[src/rtl/nn_pkg.sv]
// Shared types and helpers for the layer-level multiplier arbiter.
package nn_pkg;

    localparam int unsigned MaxReq = 32;

    typedef enum logic [1:0] {
        ST_IDLE    = 2'd0,
        ST_MUL     = 2'd1,
        ST_RELEASE = 2'd2
    } mult_arb_st_e;

    // First set bit of req at or after ptr, wrapping modulo n; returns ptr when none is set.
    function automatic int unsigned rr_pick(input logic [MaxReq-1:0] req,
                                            input int unsigned ptr,
                                            input int unsigned n);
        int unsigned pick;
        int unsigned idx;
        int unsigned k;
        logic [4:0] sel;
        pick = ptr;
        for (int unsigned j = 0; j < MaxReq; j++) begin
            k = MaxReq - 1 - j;
            if (k < n) begin
                idx = ptr + k;
                if (idx >= n) idx = idx - n;
                sel = idx[4:0];
                if (req[sel]) pick = idx;
            end
        end
        return pick;
    endfunction

endpackage

[src/rtl/mult_seq_signed.sv]
// Iterative radix-2 signed shift-add multiplier; one partial product per cycle,
// the sign bit of b contributes with negative weight.
module mult_seq_signed #(
    parameter int unsigned DataWidth = 8
) (
    input  logic                     clk_i,
    input  logic                     reset_ni,
    input  logic                     start_i,
    input  logic                     clear_i,
    input  logic [DataWidth-1:0]     a_i,
    input  logic [DataWidth-1:0]     b_i,
    output logic                     busy_o,
    output logic                     last_o,
    output logic                     done_o,
    output logic [2*DataWidth-1:0]   product_o
);

    localparam int unsigned CntW = $clog2(DataWidth + 1);

    logic                   busy_q, busy_d;
    logic                   done_q, done_d;
    logic [CntW-1:0]        cnt_q, cnt_d;
    logic [2*DataWidth-1:0] mcand_q, mcand_d;
    logic [DataWidth-1:0]   mplier_q, mplier_d;
    logic [2*DataWidth-1:0] acc_q, acc_d;
    logic [2*DataWidth-1:0] prod_q, prod_d;
    logic [2*DataWidth-1:0] addend;

    assign last_o = busy_q && (cnt_q == CntW'(DataWidth - 1));

    always_comb begin
        busy_d   = busy_q;
        done_d   = 1'b0;
        cnt_d    = cnt_q;
        mcand_d  = mcand_q;
        mplier_d = mplier_q;
        acc_d    = acc_q;
        prod_d   = prod_q;
        addend   = mplier_q[0] ? mcand_q : '0;
        if (clear_i) begin
            busy_d = 1'b0;
        end else if (start_i) begin
            busy_d   = 1'b1;
            cnt_d    = '0;
            mcand_d  = {{DataWidth{a_i[DataWidth-1]}}, a_i};
            mplier_d = b_i;
            acc_d    = '0;
        end else if (busy_q) begin
            acc_d    = last_o ? (acc_q - addend) : (acc_q + addend);
            mcand_d  = mcand_q << 1;
            mplier_d = mplier_q >> 1;
            cnt_d    = cnt_q + 1'b1;
            if (last_o) begin
                busy_d = 1'b0;
                done_d = 1'b1;
                prod_d = acc_d;
            end
        end
    end

    always_ff @(posedge clk_i or negedge reset_ni) begin
        if (!reset_ni) begin
            busy_q   <= 1'b0;
            done_q   <= 1'b0;
            cnt_q    <= '0;
            mcand_q  <= '0;
            mplier_q <= '0;
            acc_q    <= '0;
            prod_q   <= '0;
        end else begin
            busy_q   <= busy_d;
            done_q   <= done_d;
            cnt_q    <= cnt_d;
            mcand_q  <= mcand_d;
            mplier_q <= mplier_d;
            acc_q    <= acc_d;
            prod_q   <= prod_d;
        end
    end

    assign busy_o    = busy_q;
    assign done_o    = done_q;
    assign product_o = prod_q;

endmodule

[src/rtl/mult_arbiter.sv]
// Round-robin arbiter sharing one sequential signed multiplier among a layer's neurons.
// Define MULT_ARB_STATS_EN to add the ops_o / stall_o activity counters.
module mult_arbiter
    import nn_pkg::*;
#(
    parameter int unsigned NumReq    = 5,
    parameter int unsigned DataWidth = 8
) (
    input  logic                          clk_i,
    input  logic                          reset_ni,
    input  logic [NumReq-1:0]             req_i,
    input  logic [NumReq-1:0]             start_i,
    input  logic [NumReq*DataWidth-1:0]   a_i,
    input  logic [NumReq*DataWidth-1:0]   b_i,
`ifdef MULT_ARB_STATS_EN
    output logic [31:0]                   ops_o,
    output logic [31:0]                   stall_o,
`endif
    output logic [NumReq-1:0]             grant_o,
    output logic [NumReq-1:0]             done_o,
    output logic [NumReq-1:0]             busy_o,
    output logic [2*DataWidth-1:0]        result_o
);

    localparam int unsigned IdxW = (NumReq > 1) ? $clog2(NumReq) : 1;

    mult_arb_st_e         state_q, state_d;
    logic [IdxW-1:0]      owner_q, owner_d;
    logic [IdxW-1:0]      ptr_q, ptr_d;
    logic [NumReq-1:0]    grant_q, grant_d;
    logic [NumReq-1:0]    eligible;
    logic [NumReq-1:0]    owner_oh;
    logic [IdxW-1:0]      win;
    logic [IdxW-1:0]      owner_next;
    int unsigned          win_int;
    logic                 mult_start, mult_clear, mult_busy, mult_last, mult_done;
    logic [DataWidth-1:0] op_a, op_b;

    assign eligible   = req_i & start_i;
    assign owner_oh   = NumReq'(1) << owner_q;
    assign win_int    = rr_pick(MaxReq'(eligible), 32'(ptr_q), NumReq);
    assign win        = win_int[IdxW-1:0];
    assign owner_next = (32'(owner_q) == NumReq - 1) ? '0 : owner_q + 1'b1;
    assign op_a       = a_i[win_int*DataWidth +: DataWidth];
    assign op_b       = b_i[win_int*DataWidth +: DataWidth];

    always_comb begin
        state_d    = state_q;
        owner_d    = owner_q;
        ptr_d      = ptr_q;
        grant_d    = grant_q;
        mult_start = 1'b0;
        mult_clear = 1'b0;
        unique case (state_q)
            ST_IDLE: begin
                if (|eligible) begin
                    grant_d    = NumReq'(1) << win;
                    owner_d    = win;
                    mult_start = 1'b1;
                    state_d    = ST_MUL;
                end
            end
            ST_MUL: begin
                // Abort wins over completion so a dropped request never sees done_o.
                if (!req_i[owner_q]) begin
                    grant_d    = '0;
                    ptr_d      = owner_next;
                    mult_clear = 1'b1;
                    state_d    = ST_IDLE;
                end else if (mult_last) begin
                    state_d = ST_RELEASE;
                end
            end
            ST_RELEASE: begin
                if (!req_i[owner_q]) begin
                    grant_d = '0;
                    ptr_d   = owner_next;
                    state_d = ST_IDLE;
                end
            end
            default: begin
                grant_d = '0;
                state_d = ST_IDLE;
            end
        endcase
    end

    always_ff @(posedge clk_i or negedge reset_ni) begin
        if (!reset_ni) begin
            state_q <= ST_IDLE;
            owner_q <= '0;
            ptr_q   <= '0;
            grant_q <= '0;
        end else begin
            state_q <= state_d;
            owner_q <= owner_d;
            ptr_q   <= ptr_d;
            grant_q <= grant_d;
        end
    end

    mult_seq_signed #(
        .DataWidth (DataWidth)
    ) u_mult (
        .clk_i     (clk_i),
        .reset_ni  (reset_ni),
        .start_i   (mult_start),
        .clear_i   (mult_clear),
        .a_i       (op_a),
        .b_i       (op_b),
        .busy_o    (mult_busy),
        .last_o    (mult_last),
        .done_o    (mult_done),
        .product_o (result_o)
    );

    assign grant_o = grant_q;
    assign busy_o  = {NumReq{state_q == ST_MUL}};
    assign done_o  = mult_done ? owner_oh : '0;

`ifdef MULT_ARB_STATS_EN
    logic [31:0] ops_q, ops_d, stall_q, stall_d;

    always_comb begin
        ops_d   = ops_q;
        stall_d = stall_q;
        if (mult_done) ops_d = ops_q + 32'd1;
        if ((state_q != ST_IDLE) && |(eligible & ~owner_oh)) stall_d = stall_q + 32'd1;
    end

    always_ff @(posedge clk_i or negedge reset_ni) begin
        if (!reset_ni) begin
            ops_q   <= '0;
            stall_q <= '0;
        end else begin
            ops_q   <= ops_d;
            stall_q <= stall_d;
        end
    end

    assign ops_o   = ops_q;
    assign stall_o = stall_q;
`endif

    logic unused_busy;
    assign unused_busy = mult_busy;

endmodule

[config.mk]
export PLATFORM = sky130hd
export DESIGN_NAME = mult_arbiter
export DESIGN_NICKNAME = d
export VERILOG_FILES = /design/src/rtl/nn_pkg.sv /design/src/rtl/mult_seq_signed.sv /design/src/rtl/mult_arbiter.sv
export SDC_FILE = /design/constraint.sdc
export NUM_CORES = 1
export LEC_CHECK = 0
export ABC_AREA = 1
export CORE_AREA = 2 2 114 116
export CTS_BUF_LIST = sky130_fd_sc_hd__clkbuf_8
export CTS_CLUSTER_SIZE = 25
export DETAILED_ROUTE_END_ITERATION = 12
export DIE_AREA = 0 0 116 118
export GPL_TIMING_DRIVEN = 1
export PLACE_DENSITY = 0.9
export SLEW_MARGIN = 40
export SYNTH_ARGS = -nofsm -noshare
export SYNTH_HDL_FRONTEND = slang
export SYNTH_SLANG_ARGS = --single-unit
[constraint.sdc]
create_clock -name clk_i -period 3.9 [get_ports clk_i]
set_input_delay 0.78 -clock clk_i [delete_from_list [all_inputs] [get_ports clk_i]]
set_output_delay 0.78 -clock clk_i [all_outputs]
set_load 0.02 [all_outputs]
[After elaboration in Yosys (flattened, before gate mapping)]
Index checks and enable logic that the tools add are counted.
Storage, ports and cells
  register bits after elaboration: 75
  bits of input ports: 92
  bits in writable memories: 0
  memories: 0
  memory bits (read-only): 0
  latch bits: 0
Cells by class
  multiplexer cells: 54
  shift operators: 4
  multipliers: 0
  bitwise gates (word level): 4
  divide/modulo/power cells: 0
  equal/unequal tests: 8
  reductions and logical operators: 11
  $lt $le $gt $ge: 11
  $add $sub $neg: 13
Operators by type and width (number)
  $mux 29: 10
  $mux 16: 6
  $shiftx 40x33->8: 2
  $lt 5x6->1 const B: 5
  $bmux 1 s5: 5
  $sub 4x3->5 const B: 4
  $mux 1: 18
  $add 16x16->16: 1
  $ge 4x3->1 const B: 4
  $mux 8: 2
  $sub 16x16->16: 1
  $mux 5: 3
  $pmux 5 s2: 1
  $shl 1x3->5 const A: 2
  $add 3x2->4 const B: 2
  $mux 2: 4
  $mux 4: 2
  $reduce_and 2->1: 4
  $ne 2x2->1 const B: 3
  $pmux 2 s3: 1
  $and 5x5->5: 1
  $reduce_or 5->1: 1
  $add 3x1->4 const B: 1
  $add 3x3->4 const B: 1
  19 further kinds: 21

[Longest topological paths before layout]
  depth after elaboration: 13
  gate-level depth with buffers: 27
  gate-level depth less buffers: 26

[By module]
Synthesis repeated with hierarchy kept, for this count alone.
Second synthesis, totals
  cells, all modules: 1038
  area, all modules: 6964.2 µm²
By module, submodules not included
  mult_seq_signed: area an instance 3747.3 µm², instances 1, cells an instance 489
  mult_arbiter: area an instance 3216.8 µm², instances 1, cells an instance 549

[Least setup slack after synthesis]
OpenSTA, ideal clock, no wires.
  path type: register -> register
  from: reg u_mult.cnt_q[0]
  to: reg u_mult.acc_q[14]
  library setup time: 117 ps
  cell stages (with the launch flop): 28
  data arrival time: 3297 ps
  required time: 3783 ps
  buffers on the path: 1
  slack: 486 ps
  cell sequence: dfrtp_1 > ha_1 > inv_1 > nor3_1 > inv_1 > nor2_1 > inv_1 > clkbuf_1 > o21ai_0 > xor2_1 > inv_1 > ha_1 > nand2_1 > nand2_1 > nand3_1 > nand2_1 > a21oi_1 > o21ai_0 > a21oi_1 > o21bai_1 > nand3_1 > nand2_1 > nand2_1 > nand2_1 > a21oi_1 > xnor2_1 > nand2_1 > nand2_1
On the way
  longest elaborated chain between the ends: 5
Ends and longest elaborated chain
  start, declared: RTL line mult_seq_signed.sv:22  | logic [CntW-1:0] cnt_q, cnt_d;
  start signal, assigned: RTL line mult_seq_signed.sv:73  | cnt_q <= cnt_d;
  $eq 4x3->1: RTL line mult_seq_signed.sv:29  | assign last_o = busy_q && (cnt_q == CntW'(DataWidth - 1));
  $logic_and 1x1->1: RTL line mult_seq_signed.sv:29
  $mux 16: RTL line mult_seq_signed.sv:49  | acc_d = last_o ? (acc_q - addend) : (acc_q + addend);
  $mux 16: RTL line mult_seq_signed.sv:48  | end else if (busy_q) begin
  $mux 16: RTL line mult_seq_signed.sv:42  | end else if (start_i) begin
  end signal, assigned: RTL line mult_seq_signed.sv:68  | acc_q <= '0;
  end signal, assigned: RTL line mult_seq_signed.sv:76  | acc_q <= acc_d;
  end, declared: RTL line mult_seq_signed.sv:25  | logic [2*DataWidth-1:0] acc_q, acc_d;
No other way between the ends. The select of a mux whose other input is x is not followed.
A chain may end at the register's enable or synchronous reset.

[Final worst setup path]
  from: reg u_mult.mplier_q[0]
  to: reg u_mult.acc_q[15]
On the way
  longest elaborated chain between the ends: 5
Ends and longest elaborated chain
  start, declared: RTL line mult_seq_signed.sv:24  | logic [DataWidth-1:0] mplier_q, mplier_d;
  start signal, assigned: RTL line mult_seq_signed.sv:75  | mplier_q <= mplier_d;
  $mux 16 *: RTL line mult_seq_signed.sv:39  | addend = mplier_q[0] ? mcand_q : '0;
  $add 16x16->16 or $sub 16x16->16 (tied branches): RTL line mult_seq_signed.sv:49
  $mux 16 *: RTL line mult_seq_signed.sv:49
  $mux 16 *: RTL line mult_seq_signed.sv:48
  $mux 16 *: RTL line mult_seq_signed.sv:42
Mark *: on every way between the ends. The rest lies on a longest branch, timed or not. The select of a mux whose other input is x is not followed.

==> summary.txt <==
Run
  – Max cap viols: 0

Global route
  – First-pass GRT wire length: 29500 um
  – Pin count of the biggest net entering global routing: 76
  – Initial antenna violation count: 0
  – Vias in the first global route: 6583
  – GR Overflow Total: 0
  – Tot GR Track Use: 26.1%

STA
  – Fmax: 0.277 GHz
  – Slew margin rel.: 53.4%
  – Max-slew violation total from the final report: 0
  – Worst Tran Pin Value: 0.698 ns
  – Setup TNS: 0 ns
  – Post-layout min period: 3.61 ns
  – Final setup vio count: 0
  – Fin Hold WS: 0.433 ns
  – Final Hold Fails: 0
  – Crit share post-route: 92.7%
  – Clock Skew: 0.0101 ns

Die
  – Rows: 41
  – Ports: 123
  – Initial core utilization: 53.6%
  – Die span in y: 118 um
  – Die W: 116 um
  – Core area: 0.0124 mm^2
  – Die Area: 0.0137 mm^2

Synthesis
  – Synth warn: 0
  – Number of synthesized flops with an enable pin: 0
  – FFs w/ async S/R, synth: 100%
  – Dominant cell type by area after synthesis: dfrtp_1
  – Top-area cell type share of the netlist area: 28.2%
  – Synth area leaders: dfrtp_1, nand2_1, inv_1
  – Post-Syn Area: 0.00666 mm^2
  – Synthesized area per cell: 6.67 um^2
  – Yosys reg bits: 75
  – Prevailing post-synth register cell: dfrtp_1
  – Post-synthesis sequential area ratio: 28.2%
  – Synthesized instance count: 998
  – Cell variety after synth: 44
  – Mapped Nets: 1132

Worst setup path
  – Critical path arrival: 3.82 ns
  – CP Capture Type: flop
  – Critical path buffer and inverter count: 3
  – Crit-path max cell delay: 0.54 ns
  – CP Launch Type: flop
  – Largest delay contributor family on the critical path: simple AND/OR/NAND/NOR gates
  – Crit path cell chain: nand2_1 > ha_1 > inv_1 > nor3_1 > inv_1 > nor2_1 > nand3_1 > nand3b_1 > nor3b_2 > or2_2 > xor2_1 > inv_1 > ha_1 > a21oi_1 > o21ai_0 > o21bai_1 > xnor2_1 > o22ai_1
  – Critical path required time: 4.10 ns
  – Slowest cell on the critical path: dfrtp_2
  – Crit Path Class: flop to flop
  – Most frequent CP cell: inv_1
  – Crit-path max FO: 18

Drt
  – DRT Pass-1 Iters: 7
  – Vias per Instance: 5.31
  – Final WL: 17700 um
  – Remaining antenna violation count: 0
  – WL/cell: 13.7 um
  – Drt drc: 0
  – Vias: 6874
  – DRT iter0 DRCs: 704

Clock tree
  – Clock tree sinks: 75
  – CTS tree: yes
  – Clk buf depth: 2
  – # hold bufs at CTS: 0
  – CTS Buf Count: 9
  – Clock Latency Late Sink: 0.36 ns
  – H-Tree Depth: 3
  – CTS root buf: clkbuf_8
  – Clock-pin slew on the worst setup and hold paths: 0.08 ns

Status
  – Status: finished, final reports clean

Cells and area
  – Layout cell share with drive strength beyond 1: 10.3%
  – Diode count: 0
  – Leading cell type in the layout, fill and taps excluded: nand2_1
  – Most frequent cells in the layout: nand2_1, inv_1, clkdlybuf4s50_1, o21ai_0, dfrtp_1
  – Area grow syn2layout: 24.4%
  – # nets final: 1252

Placement
  – Input/output buffers: 122
  – GPL Wtd Cong: 0.917
  – Detailed Place HPWL: 13200 um

Hold path
  – Min-Delay Path Class: input pin to async pin
state kept, by name, indices dropped and copies added (netlist names):
name	count
u_mult.acc_q	16
u_mult.mcand_q	16
u_mult.product_o	16
u_mult.mplier_q	8
grant_o	5
u_mult.cnt_q	4
owner_q	3
ptr_q	3
state_q	2
u_mult.busy_o	1
u_mult.done_o	1
path summary, 6_finish.rpt:
path	from	depth (start not counted)	slack [ns]	to
worst min register to register	u_mult.product_o[11]$_DFFE_PN0P_	2	0.48	u_mult.product_o[11]$_DFFE_PN0P_
max in group asynchronous	reset_ni	1	2.95	u_mult.mplier_q[0]$_DFFE_PN0P_
min in group clk_i	u_mult.product_o[11]$_DFFE_PN0P_	2	0.48	u_mult.product_o[11]$_DFFE_PN0P_
worst max register to register	u_mult.mplier_q[0]$_DFFE_PN0P_	18	0.29	u_mult.acc_q[15]$_DFFE_PN0P_
worst max-delay path	u_mult.mplier_q[0]$_DFFE_PN0P_	18	0.29	u_mult.acc_q[15]$_DFFE_PN0P_
worst min-delay path	reset_ni	1	0.43	u_mult.product_o[11]$_DFFE_PN0P_
what timing repair did:
item,CTS,global route
resized for setup,0,12
endpoints found under the setup margin,0,23
buffers inserted,0,3
worst reg2reg max path, stage by stage (launching register included):
cell and delay, ns:
dfrtp_2 0.54, nand2_1 0.16, ha_1 0.15, inv_1 0.04, nor3_1 0.25, inv_1 0.11, nor2_1 0.21, nand3_1 0.12
nand3b_1 0.21, nor3b_2 0.20, or2_2 0.14, xor2_1 0.13, inv_1 0.06, ha_1 0.33, a21oi_1 0.20, o21ai_0 0.09
o21bai_1 0.16, xnor2_1 0.26, o22ai_1 0.10
synth_stat cells, types with 2 or more instances:
cell type  instances
xor2_1            18
xnor2_1           12
o21ai_0           76
nand2_1          315
o21ai_2            4
a31oi_1            3
buf_4              7
nand2_2           23
a22o_1             2
nor2_1            47
nand4_1           10
nand3_2            8
o21ai_1           14
inv_1            154
nand2_8            2
a21oi_4            3
o22ai_1           12
nand2_4            2
nand3_1           60
nor3_1             3
o31ai_1            3
buf_2              6
nand3_4            2
buf_6              6
o21bai_1           4
ha_1              40
nor3b_1            2
clkbuf_1          13
nand3b_1          14
inv_2             10
dfrtp_1           75
fa_1               2
a21oi_1           26
nor2_2            10
routing by layer:
layer / global-route usage (%) / vias up / part of all wire [%]
met2: 43.6 / 258 / 48
met5: 0 / - / 0
met4: 10.6 / 0 / 3.9
li1: - / 3382 / -
met1: 33.6 / 3164 / 42
met3: 3.81 / 70 / 5.3
kinds of logic (layout without fill, tap and decap cells):
logic type               after synthesis  after routing  synth area share, %
flip-flops                            75             75                 28.2
adder cells (fa/ha/maj)               42             42                 8.12
AND/OR/NAND/NOR                      501            501                 34.1
buffers and inverters                198            322                 12.4
AO/OA/AOI/OAI                        151            151                 13.1
multiplexers                           1              1                0.150
XOR/XNOR                              30             30                 3.95
stage by stage:
| stage | area, um^2 | instances | util [%] | worst slack, ns |
|---|---|---|---|---|
| final | 8280 | 1294 | 66.7 | 0.287 |
| after global routing | 8280 | 1294 | 66.7 | -0.0354 |
| after CTS | 8230 | 1291 | 66.3 | 0.0235 |
| after detailed placement | 8020 | 1276 | 64.6 | 0.246 |
| after global placement | 8010 | 1276 | 64.5 | 0.271 |
| after floorplan | 6660 | 998 | - | 0.486 |
cell type report:
| type | instances | area [um^2] |
|---|---|---|
| fillers | 1047 | 4130 |
| flip-flops and latches | 75 | 1880 |
| multi-input cells | 725 | 3980 |
| inverters | 166 | 626 |
| clock inverters | 5 | 77.6 |
| well taps | 172 | 215 |
| clock buffers | 10 | 138 |
| repair buffers | 141 | 1370 |
Power is not shown: default switching activity piles up to over one toggle a cycle in this logic, so the estimate is an artifact.
